`config.mk`:
```
export PLATFORM = sky130hd
export DESIGN_NAME = wb_config_loader
export DESIGN_NICKNAME = d
export VERILOG_FILES = /design/src/rtl/wb_config_loader_pkg.sv /design/src/rtl/wb_config_loader_byte_packer.sv /design/src/rtl/wb_config_loader.sv
export SDC_FILE = /design/constraint.sdc
export NUM_CORES = 1
export LEC_CHECK = 0
export ABC_CLOCK_PERIOD_IN_PS = 2720
export CORE_MARGIN = 10
export CORE_UTILIZATION = 35
export CTS_CLUSTER_DIAMETER = 120
export DETAILED_ROUTE_END_ITERATION = 10
export PLACE_DENSITY = 0.67
export SYNTH_ARGS = -nofsm -noshare
export SYNTH_HDL_FRONTEND = slang
export SYNTH_HIERARCHICAL = 1
export SYNTH_SLANG_ARGS = --single-unit
```
`constraint.sdc`:
```
create_clock -name wb_clk_i -period 2.72 [get_ports wb_clk_i]
set_input_delay 0.408 -clock wb_clk_i [delete_from_list [all_inputs] [get_ports wb_clk_i]]
set_output_delay 0.408 -clock wb_clk_i [all_outputs]
set_load 0.05 [all_outputs]
```
`src/rtl/wb_config_loader_pkg.sv`:
```
// Shared types and constants for the Wishbone configuration loader.
// Latency: n/a (declarations only).
// Backpressure: n/a (declarations only).
`timescale 1ns/1ps
package wb_config_loader_pkg;

    // Loader control states.
    typedef enum logic [2:0] {
        ST_IDLE = 3'd0,
        ST_FILL = 3'd1,
        ST_REQ  = 3'd2,
        ST_DONE = 3'd3,
        ST_ERR  = 3'd4
    } state_e;

    // Byte select driven during every write: full 32-bit words only.
    localparam logic [3:0] WB_SEL_ALL = 4'hF;

    // Stream bytes packed into one Wishbone word.
    localparam int BYTES_PER_WORD = 4;

endpackage

```
`src/rtl/wb_config_loader_byte_packer.sv`:
```
// Packs accepted stream bytes little-endian into a 32-bit word.
// Latency: word_dat holds the full word the cycle after the last byte is accepted.
// Backpressure: consumes a byte only when in_vld && in_rdy; in_rdy is supplied by the owner.
//
// Ports: clk/rst_n, clr (restart at byte 0), in_vld/in_rdy/in_dat (byte stream),
//        word_vld (comb: current accepted byte completes the word), word_dat (assembled word).
`timescale 1ns/1ps
module byte_packer
    import wb_config_loader_pkg::*;
(
    input  logic        clk,
    input  logic        rst_n,
    input  logic        clr,
    input  logic        in_vld,
    input  logic        in_rdy,
    input  logic [7:0]  in_dat,
    output logic        word_vld,
    output logic [31:0] word_dat
);

    localparam int IDXW = $clog2(BYTES_PER_WORD);

    logic [IDXW-1:0] idx_q, idx_d;
    logic [31:0]     word_q, word_d;
    logic            take;

    assign take     = in_vld && in_rdy;
    assign word_vld = take && (idx_q == IDXW'(BYTES_PER_WORD - 1));
    assign word_dat = word_q;

    always_comb begin
        idx_d  = idx_q;
        word_d = word_q;
        if (clr) begin
            // Old lanes are never read before being overwritten, so only the index restarts.
            idx_d = '0;
        end else if (take) begin
            for (int i = 0; i < BYTES_PER_WORD; i++) begin
                if (idx_q == IDXW'(i)) begin
                    word_d[8*i +: 8] = in_dat;
                end
            end
            // Index wraps naturally to 0 after the last lane.
            idx_d = idx_q + IDXW'(1);
        end
    end

    always_ff @(posedge clk or negedge rst_n) begin
        if (!rst_n) begin
            idx_q  <= '0;
            word_q <= '0;
        end else begin
            idx_q  <= idx_d;
            word_q <= word_d;
        end
    end

endmodule

```
`src/rtl/wb_config_loader.sv`:
```
// Wishbone initiator that packs a byte stream into words and writes them to consecutive addresses.
// Latency: start->in_ready 1 cycle; 4th byte->stb 1 cycle; ack->next FILL 1 cycle (5 cycles/word best case).
// Backpressure: in_ready only in FILL; stream is stalled while a write is outstanding or when idle.
//
// Ports: wb_clk_i/wb_rst_ni, start, in_valid/in_ready/in_data (byte stream),
//        wbm_* (Wishbone write master), busy, done (pulse), error (sticky), checksum.
// Optional feature macro: WB_CONFIG_LOADER_CHECKSUM_EN (running sum of acked words on checksum).
`timescale 1ns/1ps
module wb_config_loader
    import wb_config_loader_pkg::*;
#(
    parameter logic [31:0] BASE_ADDR = 32'h3000_0000,
    parameter int          NUM_WORDS = 16,
    parameter int          TIMEOUT   = 255
) (
    input  logic        wb_clk_i,
    input  logic        wb_rst_ni,
    input  logic        start,
    input  logic        in_valid,
    input  logic [7:0]  in_data,
    output logic        in_ready,
    output logic        wbm_cyc_o,
    output logic        wbm_stb_o,
    output logic        wbm_we_o,
    output logic [3:0]  wbm_sel_o,
    output logic [31:0] wbm_addr_o,
    output logic [31:0] wbm_data_o,
    input  logic        wbm_ack_i,
    output logic        busy,
    output logic        done,
    output logic        error,
    output logic [31:0] checksum
);

    localparam int WCW = $clog2(NUM_WORDS + 1);
    localparam int TCW = $clog2(TIMEOUT + 1);

    state_e          state_q, state_d;
    logic [WCW-1:0]  word_idx_q, word_idx_d;
    logic [TCW-1:0]  to_cnt_q, to_cnt_d;
    logic [31:0]     addr_q, addr_d;
    logic            error_q, error_d;
    logic            done_q, done_d;
    logic            req_q, req_d;
    logic            rdy_q, rdy_d;
    logic            busy_q, busy_d;

    logic            start_acc;
    logic            wr_ack;
    logic            word_vld;
    logic [31:0]     word_dat;

    assign start_acc = start && ((state_q == ST_IDLE) || (state_q == ST_DONE) || (state_q == ST_ERR));
    assign wr_ack    = (state_q == ST_REQ) && wbm_ack_i;

    byte_packer u_packer (
        .clk      (wb_clk_i),
        .rst_n    (wb_rst_ni),
        .clr      (start_acc),
        .in_vld   (in_valid),
        .in_rdy   (rdy_q),
        .in_dat   (in_data),
        .word_vld (word_vld),
        .word_dat (word_dat)
    );

    always_comb begin
        state_d    = state_q;
        word_idx_d = word_idx_q;
        to_cnt_d   = to_cnt_q;
        addr_d     = addr_q;
        error_d    = error_q;
        done_d     = 1'b0;
        case (state_q)
            ST_IDLE, ST_DONE, ST_ERR: begin
                if (start) begin
                    state_d    = ST_FILL;
                    word_idx_d = '0;
                    to_cnt_d   = '0;
                    addr_d     = BASE_ADDR;
                    error_d    = 1'b0;
                end
            end
            ST_FILL: begin
                if (word_vld) begin
                    state_d  = ST_REQ;
                    to_cnt_d = '0;
                end
            end
            ST_REQ: begin
                // Ack is checked first so a write acked on the timeout cycle still counts.
                if (wbm_ack_i) begin
                    to_cnt_d   = '0;
                    addr_d     = addr_q + 32'd4;
                    word_idx_d = word_idx_q + WCW'(1);
                    if (word_idx_q == WCW'(NUM_WORDS - 1)) begin
                        state_d = ST_DONE;
                        done_d  = 1'b1;
                    end else begin
                        state_d = ST_FILL;
                    end
                end else if (to_cnt_q + TCW'(1) == TCW'(TIMEOUT)) begin
                    state_d = ST_ERR;
                    error_d = 1'b1;
                end else begin
                    to_cnt_d = to_cnt_q + TCW'(1);
                end
            end
            default: state_d = ST_IDLE;
        endcase
    end

    // Output flags are decoded from the next state so every output comes straight off a flop.
    assign req_d  = (state_d == ST_REQ);
    assign rdy_d  = (state_d == ST_FILL);
    assign busy_d = req_d || rdy_d;

    always_ff @(posedge wb_clk_i or negedge wb_rst_ni) begin
        if (!wb_rst_ni) begin
            state_q    <= ST_IDLE;
            word_idx_q <= '0;
            to_cnt_q   <= '0;
            addr_q     <= BASE_ADDR;
            error_q    <= 1'b0;
            done_q     <= 1'b0;
            req_q      <= 1'b0;
            rdy_q      <= 1'b0;
            busy_q     <= 1'b0;
        end else begin
            state_q    <= state_d;
            word_idx_q <= word_idx_d;
            to_cnt_q   <= to_cnt_d;
            addr_q     <= addr_d;
            error_q    <= error_d;
            done_q     <= done_d;
            req_q      <= req_d;
            rdy_q      <= rdy_d;
            busy_q     <= busy_d;
        end
    end

`ifdef WB_CONFIG_LOADER_CHECKSUM_EN
    logic [31:0] cks_q, cks_d;

    always_comb begin
        cks_d = cks_q;
        if (start_acc) begin
            cks_d = '0;
        end else if (wr_ack) begin
            cks_d = cks_q + word_dat;
        end
    end

    always_ff @(posedge wb_clk_i or negedge wb_rst_ni) begin
        if (!wb_rst_ni) begin
            cks_q <= '0;
        end else begin
            cks_q <= cks_d;
        end
    end

    assign checksum = cks_q;
`else
    // Ack qualifier only feeds the checksum adder; keep it referenced for the disabled build.
    logic unused_wr_ack;
    assign unused_wr_ack = wr_ack;
    assign checksum      = '0;
`endif

    assign wbm_cyc_o  = req_q;
    assign wbm_stb_o  = req_q;
    assign wbm_we_o   = req_q;
    assign wbm_sel_o  = req_q ? WB_SEL_ALL : 4'h0;
    assign wbm_addr_o = addr_q;
    assign wbm_data_o = word_dat;
    assign in_ready   = rdy_q;
    assign busy       = busy_q;
    assign done       = done_q;
    assign error      = error_q;

endmodule

```
==> results of run 1 <==
[power by group]
part	leakage, nW	internal, mW	switching (mW)
clock network	0.129	0.628	0.518
registers	1.10	1.56	0.223
logic	1.27	0.879	1.62
[per-layer routing]
metal | part of all wire | vias up | global-route usage
met5 | 0 | - | 0
met4 | 0.0088 | 0 | 0.0333
met3 | 0.063 | 12 | 0.0406
met2 | 0.48 | 100 | 0.199
met1 | 0.45 | 1659 | 0.145
li1 | - | 1599 | -
[state kept, by name (all words and copies together), names as in the netlist]
signal,cells
wbm_addr_o,30
in_ready,1
done,1
u_packer/word_dat,32
state_q,3
busy,1
wbm_cyc_o,1
to_cnt_q,8
u_packer/idx_q,2
error,1
word_idx_q,5
[cell families after synthesis]
| family | count (synthesis) | share of synthesized area |
|---|---|---|
| compound gates | 58 | 0.0819 |
| xor+xnor | 20 | 0.0387 |
| fa+ha+maj | 9 | 0.0249 |
| buf+inv | 63 | 0.0918 |
| flops | 85 | 0.471 |
| mux | 39 | 0.0977 |
| other cells | 1 | 0.000829 |
| simple gates | 149 | 0.193 |
[cells in the final DEF, fill, tap and decap left out, types with 3 or more instances in the layout]
master / n
clkdlybuf4s50_1: 84
dfrtp_1: 83
conb_1: 34
nor2_1: 33
mux2_2: 32
nand2_1: 25
o21ai_0: 18
nand3_1: 16
a21oi_1: 14
nand4_1: 11
inv_1: 10
xnor2_1: 10
xor2_1: 10
buf_4: 10
ha_1: 9
clkbuf_16: 9
and3_1: 8
nor2b_1: 8
nor3_1: 8
and2_1: 6
o31ai_1: 5
nor4_1: 4
mux2i_1: 4
or4_1: 4
nand4b_4: 4
or3_1: 3
o22ai_1: 3
clkinvlp_4: 3
[worst max-delay path by stage]
| stage | cells after the start | slack (ns) | to | from |
|---|---|---|---|---|
| 6_report | 6 | 0.35 | busy$_DFF_PN0_ | to_cnt_q[0]$_DFFE_PN0P_ |
| 5_1_grt | 6 | 0.06 | busy$_DFF_PN0_ | to_cnt_q[0]$_DFFE_PN0P_ |
| 4_1_cts | 1 | 0.37 | in_ready | in_ready$_DFF_PN0_ |
| 3_5_place_dp | 6 | 0.18 | wbm_addr_o[31]$_DFFE_PN0P_ | start |
| 3_3_place_gp | 6 | 0.21 | wbm_addr_o[31]$_DFFE_PN0P_ | start |
| 2_1_floorplan | 5 | 0.37 | wbm_addr_o[25]$_DFFE_PN0P_ | wbm_addr_o[5]$_DFFE_PN0P_ |
[area by class of cell]
type,instances,area share
Sequential cell,85,0.373
Multi-Input combinational cell,309,0.369
Timing Repair Buffer,95,0.164
Clock buffer,9,0.0395
Tap cell,172,0.0377
Clock inverter,7,0.0101
Inverter,10,0.00658
[through the flow]
| step | hold WS, ns | setup WS, ns | instances | util | power, mW |
|---|---|---|---|---|---|
| 6_report | 0.0304 | 0.347 | 687 | 0.452 | 5.43 |
| 5_1_grt | 0.0667 | 0.0623 | 687 | 0.452 | 5.70 |
| 4_1_cts | 0.0409 | 0.366 | 687 | 0.452 | 5.50 |
| 3_5_place_dp | 0.400 | 0.179 | 671 | 0.430 | 4.34 |
| 3_3_place_gp | 0.393 | 0.205 | 671 | 0.430 | 4.28 |
| 2_1_floorplan | 0.112 | 0.367 | 457 | - | 3.57 |
[worst max-delay path: cells and delay by family (launching register included)]
family                     cells  cell delay [ns]
AOI/OAI and AO/OA              3             0.94
DFF                            1             0.43
and+or+nand+nor                1             0.39
adders and majority gates      1             0.31
buffers and inverters          1             0.11
==> reports/metrics.yaml, run 1 <==
synth.area.top_cells: "dfrtp_1 (46%), mux2_2 (8.0%), buf_4 (6.6%), nor2_1 (2.7%), ha_1 (2.5%)"
insertion_delay_ns: 0.33
cts_hold_buf: 0
htree_levels: 3
grt_usage: 0.120
cts_buffers: 9
postPlaceCellArea_um2: 5420
yosys_warnings: 6
yosysUniqueCellTypes: 58
setup_viol: 0
coreArea_um2: 12600
synthCells: 424
firstDrtPassIters: 4
cpPeakStageDelay_ns: 0.56
ioPinCount: 120
fill_cells: 1206
numClockSinks: 85
wirelength_um: 10900
required_ns: 2.86
cp-end-kind: "register"
first_global_vias: 3618
worstHoldPathType: "input port to async pin"
fmax_mhz: 421
antenna_cells: 0
die_area_um2: 17900
ir_drop_uv: 315
dp_hpwl_um: 8120
cts_resized: 0
die_h_um: 134
area_delta_synth_final_pct: 26.1
slowest_stage: "o21ai_0"
io_buffers: 85
viasPerCell: 4.91
drtAntennaViolNets: 0
seq_area_um2: 2130
p_leak_nw: 2.50
root_buffer: "clkbuf_16"
tightest_slew_ns: 0.657
final_max_slew_viol_count: 0
yosysSeqAreaShare: 0.471
power_density_nw_per_um2: 952
min_period_ns: 2.37
syn_area_per_cell_um2: 10.7
nets: 532
synth-edff-count: 0
crit_chain: "ha_1 -> inv_1 -> nor4_1 -> a211oi_1 -> o21ai_0 -> o211ai_1"
synth_top_area_cell: "dfrtp_1"
rr_endpoint: "busy$_DFF_PN0_"
crit_arrival_ns: 2.52
clk_pin_slew_ns: 0.06
max_cap_violations: 0
grt_max_degree: 51
fin_skew_ns: 0.00713
synth_area_um2: 4520
status: "finished, final reports clean"
hold_viol: 0
die_x_um: 134
grt_pass1_wl_um: 17900
async_reset_ff_frac: 1.00
slew_headroom: 0.557
r2r_setup_slack_ns: 0.35
drc: 0
wl_per_cell_um: 15.8
start_util: 0.358
cts_tree: "yes"
timing.setup.tns_ns: 0
clk_path_buf_depth: 2
gp_congestion: 0.813
ys.flop_type: "dfrtp_1"
crit_type: "register to register"
synth_top_area_share: 0.459
grt_overflow_total: 0
antenna_found_initial: 0
ys_seq_elements: 85
num_vias: 3370
drive_above_1_share: 0.144
yosysMostFrequentCell: "dfrtp_1"
yosys-top-cells-count: "dfrtp_1 (83), buf_4 (40), nor2_1 (33)"
setup.worst_path.start_class: "register"
worstReg2RegStart: "to_cnt_q[0]$_DFFE_PN0P_"
row_count: 41
multi_input_area_um2: 2100
design_area_um2: 5710
ff2ff_path_depth: 6
finalCritPeriodShare: 0.872
cts_setup_buffers: 0
first_iter_violations: 186
critPathMaxFanout: 6
rsz0062_at_grt: "no"
(Power assumes the default switching activity.)
==> run 2, diff against run 1 <==
- CORE_UTILIZATION: 35 -> 49
- PLACE_DENSITY: 0.67 -> 0.87
- SLEW_MARGIN: unset -> 20
==> reports/metrics.yaml, run 2 (synthesized netlist as in run 1, its figures left out) <==
crit_type: "register to primary output"  # was register to register
first_iter_violations: 206  # was 186
antenna_cells: 0  # unchanged
root_buffer: "clkbuf_8"  # was clkbuf_16
slew_headroom: 0.521  # was 0.557
wirelength_um: 10900  # about the same
final_max_slew_viol_count: 0  # unchanged
crit_chain: "clkdlybuf4s50_1"  # was ha_1 -> inv_1 -> nor4_1 -> a211oi_1 -> o21ai_0 -> o211ai_1
dp_hpwl_um: 8020  # was 8120 µm
slowest_stage: "clkdlybuf4s50_1"  # was o21ai_0
drtAntennaViolNets: 0  # unchanged
startpoint: "in_ready$_DFF_PN0_"  # was to_cnt_q[0]$_DFFE_PN0P_
multi_input_area_um2: 2100  # unchanged
fin_skew_ns: 0.0103  # was 0.00713 ns
clockPowerShare: 0.183  # was 0.211
required_ns: 2.31  # was 2.86 ns
fmax_mhz: 425  # was 421 MHz
ioPinCount: 120  # unchanged
cts_buffers: 9  # unchanged
path_buf_inv: 1  # unchanged
grt_pass1_wl_um: 17600  # was 17,900 µm
swShare: 0.449  # was 0.435
coreArea_um2: 8850  # was 12,600 µm²
num_vias: 3400  # was 3,370
finalCritPeriodShare: 0.864  # was 0.872
drive_above_1_share: 0.144  # unchanged
ir_drop_uv: 532  # was 315 µV
grt_max_degree: 57  # was 51
cts_hold_buf: 0  # unchanged
layout_common_cells: "clkdlybuf4s50_1 (84), dfrtp_1 (83), conb_1 (34)"  # unchanged
setup_viol: 0  # unchanged
layout_commonest_cell: "clkdlybuf4s50_1"  # unchanged
start_util: 0.511  # was 0.358
cp_top_family: "buffers and inverters"  # was compound AO/OA/AOI/OAI gates
largest_reg_flops: 32  # unchanged
tightest_slew_ns: 0.718  # was 0.657 ns
seq_area_um2: 2130  # unchanged
p_comb_frac: 0.477  # was 0.461
worstReg2RegStart: "wbm_addr_o[7]$_DFFE_PN0P_"  # was to_cnt_q[0]$_DFFE_PN0P_
r2r_setup_slack_ns: 0.39  # was 0.35 ns
area_delta_synth_final_pct: 22.9  # was 26.1%
fill_cells: 720  # was 1,206
die_h_um: 116  # was 134 µm
first_global_vias: 3486  # was 3,618
intPower_mw: 2.89  # was 3.07 mW
hold_ws_ns: 0.0911  # was 0.0304 ns
clk_path_buf_depth: 2  # unchanged
cp-end-kind: "primary output"  # was register
viasPerCell: 5.46  # was 4.91
cts_setup_buffers: 0  # unchanged
power_density_nw_per_um2: 943  # was 952 nW/µm²
grt_usage: 0.161  # was 0.120
p_sw_mw: 2.36  # about the same
final_cells: 623  # was 687
clk_pin_slew_ns: 0.09  # was 0.06 ns
nets: 532  # unchanged
io_buffers: 85  # unchanged
setup.worst_path.start_class: "register"  # unchanged
max_cap_violations: 0  # unchanged
min_period_ns: 2.35  # was 2.37 ns
p_seq_frac: 0.340  # was 0.329
dp.cells: 607  # was 671
p_leak_nw: 2.47  # was 2.50 nW
rsz0062_at_grt: "no"  # unchanged
antenna_found_initial: 0  # unchanged
drc: 0  # unchanged
worstHoldPathType: "input port to async pin"  # unchanged
cts_resized: 0  # unchanged
status: "finished, final reports clean"  # unchanged
numClockSinks: 85  # unchanged
hold_viol: 0  # unchanged
timing.setup.tns_ns: 0  # unchanged
die_x_um: 116  # was 134 µm
firstDrtPassIters: 4  # unchanged
die_area_um2: 13500  # was 17,900 µm²
cpPeakStageDelay_ns: 0.94  # was 0.56 ns
cts_tree: "yes"  # unchanged
critPathMaxFanout: 10  # was 6
row_count: 34  # was 41
htree_levels: 3  # unchanged
gp_congestion: 0.889  # was 0.813
crit_arrival_ns: 1.94  # was 2.52 ns
wl_per_cell_um: 17.4  # was 15.8 µm
grt_overflow_total: 0  # unchanged
insertion_delay_ns: 0.36  # was 0.33 ns
-- run 2: metrics by stage --
step	power, mW	area (µm²)	setup WS (ns)	util
3_5_place_dp	4.34	5340	0.123	0.604
5_1_grt	5.50	5560	0.134	0.628
3_3_place_gp	4.25	5340	0.217	0.604
2_1_floorplan	3.57	4650	0.367	-
6_report	5.24	5560	0.369	0.628
4_1_cts	5.30	5560	0.334	0.628
-- run 2: layer usage --
layer / up-vias / GRT usage / wire (µm)
li1: 1595 / - / -
met2: 137 / 0.266 / 5300
met5: - / 0 / 0
met3: 10 / 0.0656 / 985
met1: 1658 / 0.195 / 4490
met4: 0 / 0.0334 / 85
-- run 2: final timing paths --
path | to | cells past startpoint
max in group asynchronous | word_idx_q[3]$_DFFE_PN0P_ | 2
max | in_ready | 1
min in group wb_clk_i | to_cnt_q[6]$_DFFE_PN0P_ | 1
min | wbm_addr_o[26]$_DFFE_PN0P_ | 1
min reg2reg | to_cnt_q[6]$_DFFE_PN0P_ | 1
max reg2reg | wbm_addr_o[31]$_DFFE_PN0P_ | 5
-- run 2: cell type report --
type | count | share of cell area
flip-flops and latches | 85 | 0.383
multi-input cells | 309 | 0.379
repair buffers | 95 | 0.168
well taps | 108 | 0.0243
clock buffers | 9 | 0.0223
clock inverters | 7 | 0.0167
inverters | 10 | 0.00675
-- run 2: power groups by stage --
| stage | clock network (mW) | logic, mW | registers, mW |
|---|---|---|---|
| after floorplan | 0 | 0.912 | 2.66 |
| after global placement | 0 | 2.47 | 1.78 |
| after detailed placement | 0 | 2.53 | 1.81 |
| after CTS | 0.984 | 2.53 | 1.78 |
| after global routing | 1.05 | 2.63 | 1.83 |
| final | 0.959 | 2.50 | 1.78 |
==> run 3, diff against run 2 <==
- SLEW_MARGIN: 20 -> 40
==> results of run 3 <==
No change in the layout: final DEF, timing and power equal those of run 2.
